`config.mk`:
```
export PLATFORM = sky130hd
export DESIGN_NAME = arm_pipe_hazard_unit
export DESIGN_NICKNAME = d
export VERILOG_FILES = /design/src/rtl/arm_pipe_hazard_unit.sv
export SDC_FILE = /design/constraint.sdc
export NUM_CORES = 1
export LEC_CHECK = 0
export ABC_CLOCK_PERIOD_IN_PS = 2800
export BUFFER_PORTS_ARGS = -buffer_cell sky130_fd_sc_hd__buf_2
export CAP_MARGIN = 20
export CORE_MARGIN = 2
export CORE_UTILIZATION = 48
export DETAILED_ROUTE_END_ITERATION = 6
export PLACE_DENSITY_LB_ADDON = 0.1
export SLEW_MARGIN = 30
export SYNTH_ARGS = -nofsm -noshare
export SYNTH_HDL_FRONTEND = slang
export SYNTH_SLANG_ARGS = --single-unit
```
`constraint.sdc`:
```
create_clock -name clk -period 2.8 [get_ports clk]
set_clock_uncertainty 0.1 [all_clocks]
set_input_delay 0.14 -clock clk [delete_from_list [all_inputs] [get_ports clk]]
set_output_delay 0.14 -clock clk [all_outputs]
set_load 0.1 [all_outputs]
```
`src/rtl/arm_pipe_hazard_unit.sv`:
```
// Hazard and forwarding controller for a 5-stage ARM pipeline (F, D, E, M, W).
// Adds a multi-cycle data-memory wait FSM and a saturating stall-cycle counter.
module arm_pipe_hazard_unit #(
  parameter int unsigned NREG     = 16,
  parameter int unsigned PC_REG   = NREG - 1,
  parameter int unsigned LOAD_LAT = 1,
  parameter int unsigned CNT_W    = 16,
  localparam int unsigned RA_W    = $clog2(NREG)
) (
  input  logic             clk,
  input  logic             reset,
  input  logic [RA_W-1:0]  RA1D,
  input  logic [RA_W-1:0]  RA2D,
  input  logic [RA_W-1:0]  RA1E,
  input  logic [RA_W-1:0]  RA2E,
  input  logic [RA_W-1:0]  WA3E,
  input  logic [RA_W-1:0]  WA3M,
  input  logic [RA_W-1:0]  WA3W,
  input  logic             RegWriteE,
  input  logic             RegWriteM,
  input  logic             RegWriteW,
  input  logic             MemtoRegE,
  input  logic             MemtoRegM,
  input  logic             PCSrcD,
  input  logic             PCSrcE,
  input  logic             PCSrcM,
  input  logic             PCSrcW,
  input  logic             BranchTakenE,
  output logic [1:0]       ForwardAE,
  output logic [1:0]       ForwardBE,
  output logic             StallF,
  output logic             StallD,
  output logic             StallE,
  output logic             StallM,
  output logic             FlushD,
  output logic             FlushE,
  output logic             FlushW,
  output logic             MemBusy,
  output logic [CNT_W-1:0] StallCount
);

  localparam logic [RA_W-1:0]  PcIdx    = RA_W'(PC_REG);
  localparam bit               WaitEn   = (LOAD_LAT > 1);
  // Counter preload is only meaningful when the wait FSM is enabled.
  localparam logic [3:0]       CntLoad  = WaitEn ? 4'(LOAD_LAT - 2) : 4'd0;
  localparam logic [CNT_W-1:0] CntMax   = {CNT_W{1'b1}};

  typedef enum logic [0:0] {StIdle, StWait} wait_state_e;

  wait_state_e      state_q, state_d;
  logic [3:0]       cnt_q, cnt_d;
  logic [CNT_W-1:0] stall_count_q, stall_count_d;

  logic mem_stall;
  logic ldr_stall;
  logic pc_wr_pend;

  function automatic logic [1:0] fwd_sel(
    input logic [RA_W-1:0] ra,
    input logic            wr_m,
    input logic [RA_W-1:0] wa_m,
    input logic            wr_w,
    input logic [RA_W-1:0] wa_w
  );
    logic [1:0] sel;
    sel = 2'b00;
    if (ra != PcIdx) begin
      if (wr_m && (wa_m == ra)) begin
        sel = 2'b10;
      end else if (wr_w && (wa_w == ra)) begin
        sel = 2'b01;
      end
    end
    return sel;
  endfunction

  // Wait FSM: a load stays in M for LOAD_LAT cycles, LOAD_LAT-1 of them stalled.
  always_comb begin
    state_d   = state_q;
    cnt_d     = cnt_q;
    mem_stall = 1'b0;
    if (WaitEn) begin
      case (state_q)
        StIdle: begin
          if (MemtoRegM) begin
            mem_stall = 1'b1;
            state_d   = StWait;
            cnt_d     = CntLoad;
          end
        end
        StWait: begin
          if (cnt_q != 4'd0) begin
            mem_stall = 1'b1;
            cnt_d     = cnt_q - 4'd1;
          end else begin
            state_d = StIdle;
          end
        end
        default: begin
          state_d = StIdle;
          cnt_d   = 4'd0;
        end
      endcase
    end
  end

  always_comb begin
    ldr_stall  = MemtoRegE && RegWriteE && (WA3E != PcIdx) &&
                 ((WA3E == RA1D) || (WA3E == RA2D));
    pc_wr_pend = PCSrcD || PCSrcE || PCSrcM;
  end

  // All controls are forced quiet while reset is asserted.
  always_comb begin
    ForwardAE = 2'b00;
    ForwardBE = 2'b00;
    StallF    = 1'b0;
    StallD    = 1'b0;
    StallE    = 1'b0;
    StallM    = 1'b0;
    FlushD    = 1'b0;
    FlushE    = 1'b0;
    FlushW    = 1'b0;
    MemBusy   = 1'b0;
    if (reset) begin
      ForwardAE = fwd_sel(RA1E, RegWriteM, WA3M, RegWriteW, WA3W);
      ForwardBE = fwd_sel(RA2E, RegWriteM, WA3M, RegWriteW, WA3W);
      MemBusy   = mem_stall;
      if (mem_stall) begin
        // Freeze F..M and bubble W; load-use and branch flushes wait for release.
        StallF = 1'b1;
        StallD = 1'b1;
        StallE = 1'b1;
        StallM = 1'b1;
        FlushW = 1'b1;
      end else begin
        StallF = ldr_stall || pc_wr_pend;
        StallD = ldr_stall;
        FlushD = pc_wr_pend || PCSrcW || BranchTakenE;
        FlushE = ldr_stall || BranchTakenE;
      end
    end
  end

  always_comb begin
    stall_count_d = stall_count_q;
    if (StallF && (stall_count_q != CntMax)) begin
      stall_count_d = stall_count_q + CNT_W'(1);
    end
  end

  always_ff @(posedge clk or negedge reset) begin
    if (!reset) begin
      state_q       <= StIdle;
      cnt_q         <= 4'd0;
      stall_count_q <= '0;
    end else begin
      state_q       <= state_d;
      cnt_q         <= cnt_d;
      stall_count_q <= stall_count_d;
    end
  end

  assign StallCount = stall_count_q;

endmodule

```
== Word level (Yosys, flattened, before mapping) ==
Cells that the tools add are included.

* Flip-flop bits (word level): 16
* Output and inout port bits: 28

* Add/subtract/negate cells: 1
* Equality and inequality tests: 10
* Muxes and demuxes: 12
* Reduce and logical (&&, ||, !) cells: 15

{| class="wikitable"
|+ Operator list
! operator !! count
|-
| 4-bit equality test || 6
|-
| 16-bit by 1-bit adder with 16-bit output, second input constant || 1
|-
| 16-bit inequality test, second input constant || 1
|-
| 2-bit 2-to-1 mux || 6
|-
| 4-bit inequality test, second input constant || 3
|-
| 1-bit logical AND || 8
|-
| 1-bit logical OR || 7
|-
| 1-bit 2-to-1 mux || 6
|}

== Logic depth before layout (Yosys ltp) ==
* Word-level depth: 6
* Mapped depth: 6

== Worst setup path after synthesis ==
Ideal clock, no wire load.

* Path kind: input to output
* Start point: input port WA3E[2]
* End point: output port FlushE
* Data arrival time: 2.733 ns
* Required time: 2.560 ns
* Slack: -0.173 ns
* Stages on the path: 4
* Buffers on the path: 0
* Path through: xnor2_1 -> nand4_1 -> a21oi_1 -> a21o_1

* Cells in the longest elaborated chain, start to end: 5

{| class="wikitable"
|+ RTL lines
! element !! RTL line !! RTL
|-
| from (decl) || 16 || <nowiki>input logic [RA_W-1:0] WA3E,</nowiki>
|-
| 4-bit inequality test or 4-bit equality test (tied branches) || 108, 109 ||
|-
| 1-bit logical AND or 1-bit logical OR (tied branches) || 108, 109 ||
|-
| 1-bit logical AND * || 108 || <nowiki>ldr_stall = MemtoRegE && RegWriteE && (WA3E != PcIdx) &&</nowiki>
|-
| 1-bit logical OR * || 140 || <nowiki>FlushE = ldr_stall || BranchTakenE;</nowiki>
|-
| 1-bit 2-to-1 mux * || 125 || <nowiki>if (reset) begin</nowiki>
|-
| to (decl) || 36 || <nowiki>output logic FlushE,</nowiki>
|}

Mark *: on every way between the ends. The rest lies on a longest branch, timed or not.

== Worst setup path after layout ==
* Start point: input port reset
* End point: output port StallF

* Cells in the longest elaborated chain, start to end: 1

{| class="wikitable"
|+ RTL lines
! element !! RTL line !! RTL
|-
| from (decl) || 11 || <nowiki>input logic reset,</nowiki>
|-
| 1-bit 2-to-1 mux || 125 ||
|-
| to (decl) || 31 || <nowiki>output logic StallF,</nowiki>
|}

Every way passes these cells.

==> impl_metrics.py <==
metrics = {
    "synth": {
        "ys_warn_count": 0,
        "ys.flop_type": "dfrtp_1",
        "synth_cells": 125,
        "synth_top_cells_by_count": "xnor2_1, dfrtp_1, nand3_1, nand4_1, and3_1",
        "ys_types": 32,
        "synth-async-reset-ratio": 1.00,
        "netlist_top_cells_area": "dfrtp_1, xnor2_1, nand4_1",
        "synth_edf_count": 0,
        "seq_area_frac_synth": 0.326,
        "synth_most_common_cell": "xnor2_1",
        "synth_top_area_frac": 0.326,
        "postSynthAreaPerCell_um2": 9.82,
        "synth_top_area_cell": "dfrtp_1",
        "synthesis.area_um2": 1230,
        "ys_ff_latch": 16,
    },
    "final_layout": {
        "diodes": 0,
        "multi_input_area_um2": 793,
        "largest_register_ffs": 16,
        "nets": 233,
        "seq_area_um2": 400,
        "fill_cells": 224,
        "area.growth.synth_to_final_pct": 29.5,
        "drive_gt1_frac": 0.405,
    },
    "route": {
        "ant_nets": 0,
        "routedWlPerCell_um": 13.1,
        "num_vias": 1170,
        "vias_per_cell": 5.32,
        "drt_iter0_markers": 13,
        "firstDrtPassIters": 4,
        "drc": 0,
        "totalWireLength_mm": 2.89,
    },
    "cts": {
        "cts_sinks": 16,
        "ctsRootBufferMaster": "clkbuf_4",
        "insertion_delay_ns": 0.28,
        "path_clk_slew_ns": 0.09,
        "holdBufCountCts": 1,
        "cts.htree.levels": 1,
        "post_cts_buffers": 0,
        "cts-resized-gates": 0,
        "clockBufferDepth": 2,
        "cts-buffers-inserted": 3,
        "cts_tree": "done",
    },
    "global_routing": {
        "gr-total-overflow": 0,
        "grt_pass1_wl_mm": 4.49,
        "grt_pass1_vias": 1078,
        "grt_max_degree": 21,
        "groute.usage.overall": 0.209,
        "antenna_found_initial": 0,
    },
    "die": {
        "die_h_um": 54.6,
        "die-area_um2": 2980,
        "fp.coreArea_um2": 2450,
        "row_count": 18,
        "die_x_um": 54.6,
        "start_util": 0.500,
        "io_pins": 68,
    },
    "place": {
        "gp_congestion": 0.727,
        "post-place-ws_ns": 0.892,
        "dp_hpwl_mm": 2.32,
        "port_buffers": 62,
    },
    "worst_setup_path": {
        "setup.worst_path.end_class": "output port",
        "crit_path_start_kind": "input port",
        "path_class": "in -> out",
        "cp_data_required_time_ns": 2.56,
        "arrival_ns": 2.10,
        "worst-r2r-setup-slack_ns": 0.88,
        "crit_path_max_fanout": 17,
    },
    "flow_run": {
        "cap_violations": 0,
    },
    "sta": {
        "layout_setup_ws_ns": 0.457,
        "hold_viol": 0,
        "setup_tns_ns": 0,
        "fin_crit_ns": 2.34,
        "layout_worst_path_cycle_share": 0.837,
        "slew_violations": 0,
        "clock.fmax_mhz": 427,
        "rsz0062_at_grt": "no",
        "finalSetupViolCount": 0,
    },
    "pwr": {
        "power_density_nw_per_um2": 696,
        "p_leak_nw": 0.785,
        "ir_worst_vdd_mv": 1.07,
    },
    "hold_path": {
        "hp-class": "in -> async",
    },
    "outcome": {
        "status": "completed",
    },
}
-- final timing paths --
check                               start              to  cells after the start
max in group asynchronous           reset  StallCount[13]                      3
min reg2reg                StallCount[11]  StallCount[11]                      1
min                                 reset   StallCount[9]                      3
max reg2reg                 StallCount[3]   StallCount[1]                      5
max                                 reset          StallF                      6
min in group clk           StallCount[11]  StallCount[11]                      1
-- critical path: stages --
cell           delay [ns]
dlygate4sd3_1        0.55
buf_2                0.15
o31ai_1              0.13
a21boi_2             0.19
a31oi_4              0.41
buf_2                0.52
-- metrics by stage --
stage | instance area [um^2] | util | hold slack, ns | power (mW) | cells
finish | 1590 | 0.647 | 0.345 | 1.11 | 220
detailed placement | 1560 | 0.634 | 0.0756 | 0.986 | 216
global route | 1590 | 0.647 | 0.377 | 1.15 | 220
global placement | 1560 | 0.634 | 0.0628 | 0.970 | 216
floorplan | 1240 | - | -0.256 | 0.857 | 128
CTS | 1590 | 0.647 | 0.322 | 1.11 | 220
-- layer usage --
metal  GRT usage  part of all wire  wire (um)
met5           0                 0          0
met4      0.0375            0.0045         13
met3      0.0546             0.055        160
met2       0.384              0.51       1470
met1       0.246              0.43       1240
-- cell type report --
cell class                 count  area share
multi-input combinational    105       0.499
clock buffer                   3      0.0142
inverter                       2     0.00472
timing repair buffer          64       0.206
tap                           30      0.0236
sequential                    16       0.252
-- kinds of logic after synthesis --
kind of cell             Yosys count  share of synthesized area
AND/OR/NAND/NOR                   51                      0.254
multiplexers                       2                     0.0214
adder cells (fa/ha/maj)            1                     0.0102
buffers and inverters              7                     0.0398
flip-flops                        16                      0.326
other                              1                    0.00306
AO/OA/AOI/OAI                     12                     0.0958
XOR/XNOR                          35                      0.250
-- cell usage in the layout, fill, tap and decap left out --
master / count
xnor2_1: 29
buf_4: 1
a21oi_1: 2
and3_2: 1
dfrtp_1: 16
nand3b_1: 1
nor3_1: 1
and3_1: 7
or3_1: 1
a21oi_2: 2
o31a_1: 1
xor2_1: 6
nand3_1: 13
nand4_4: 1
dlygate4sd3_1: 1
clkbuf_4: 3
o31ai_1: 1
conb_1: 4
ha_1: 1
o21ai_0: 2
nand2_2: 1
a21o_1: 1
buf_2: 62
mux2_4: 1
a31oi_4: 1
a21boi_2: 1
mux2_2: 1
nor4_1: 2
nor2_1: 3
a41oi_4: 1
nand4_1: 13
inv_1: 2
nor4_4: 1
nand2_1: 6
-- report_power, final --
part | switching (mW) | internal, mW | total (mW)
sequential | 0.0705 | 0.273 | 0.343
combinational | 0.498 | 0.142 | 0.641
clock | 0.0726 | 0.0499 | 0.123
total | 0.641 | 0.465 | 1.11
Power figures use the tool's default switching activity.
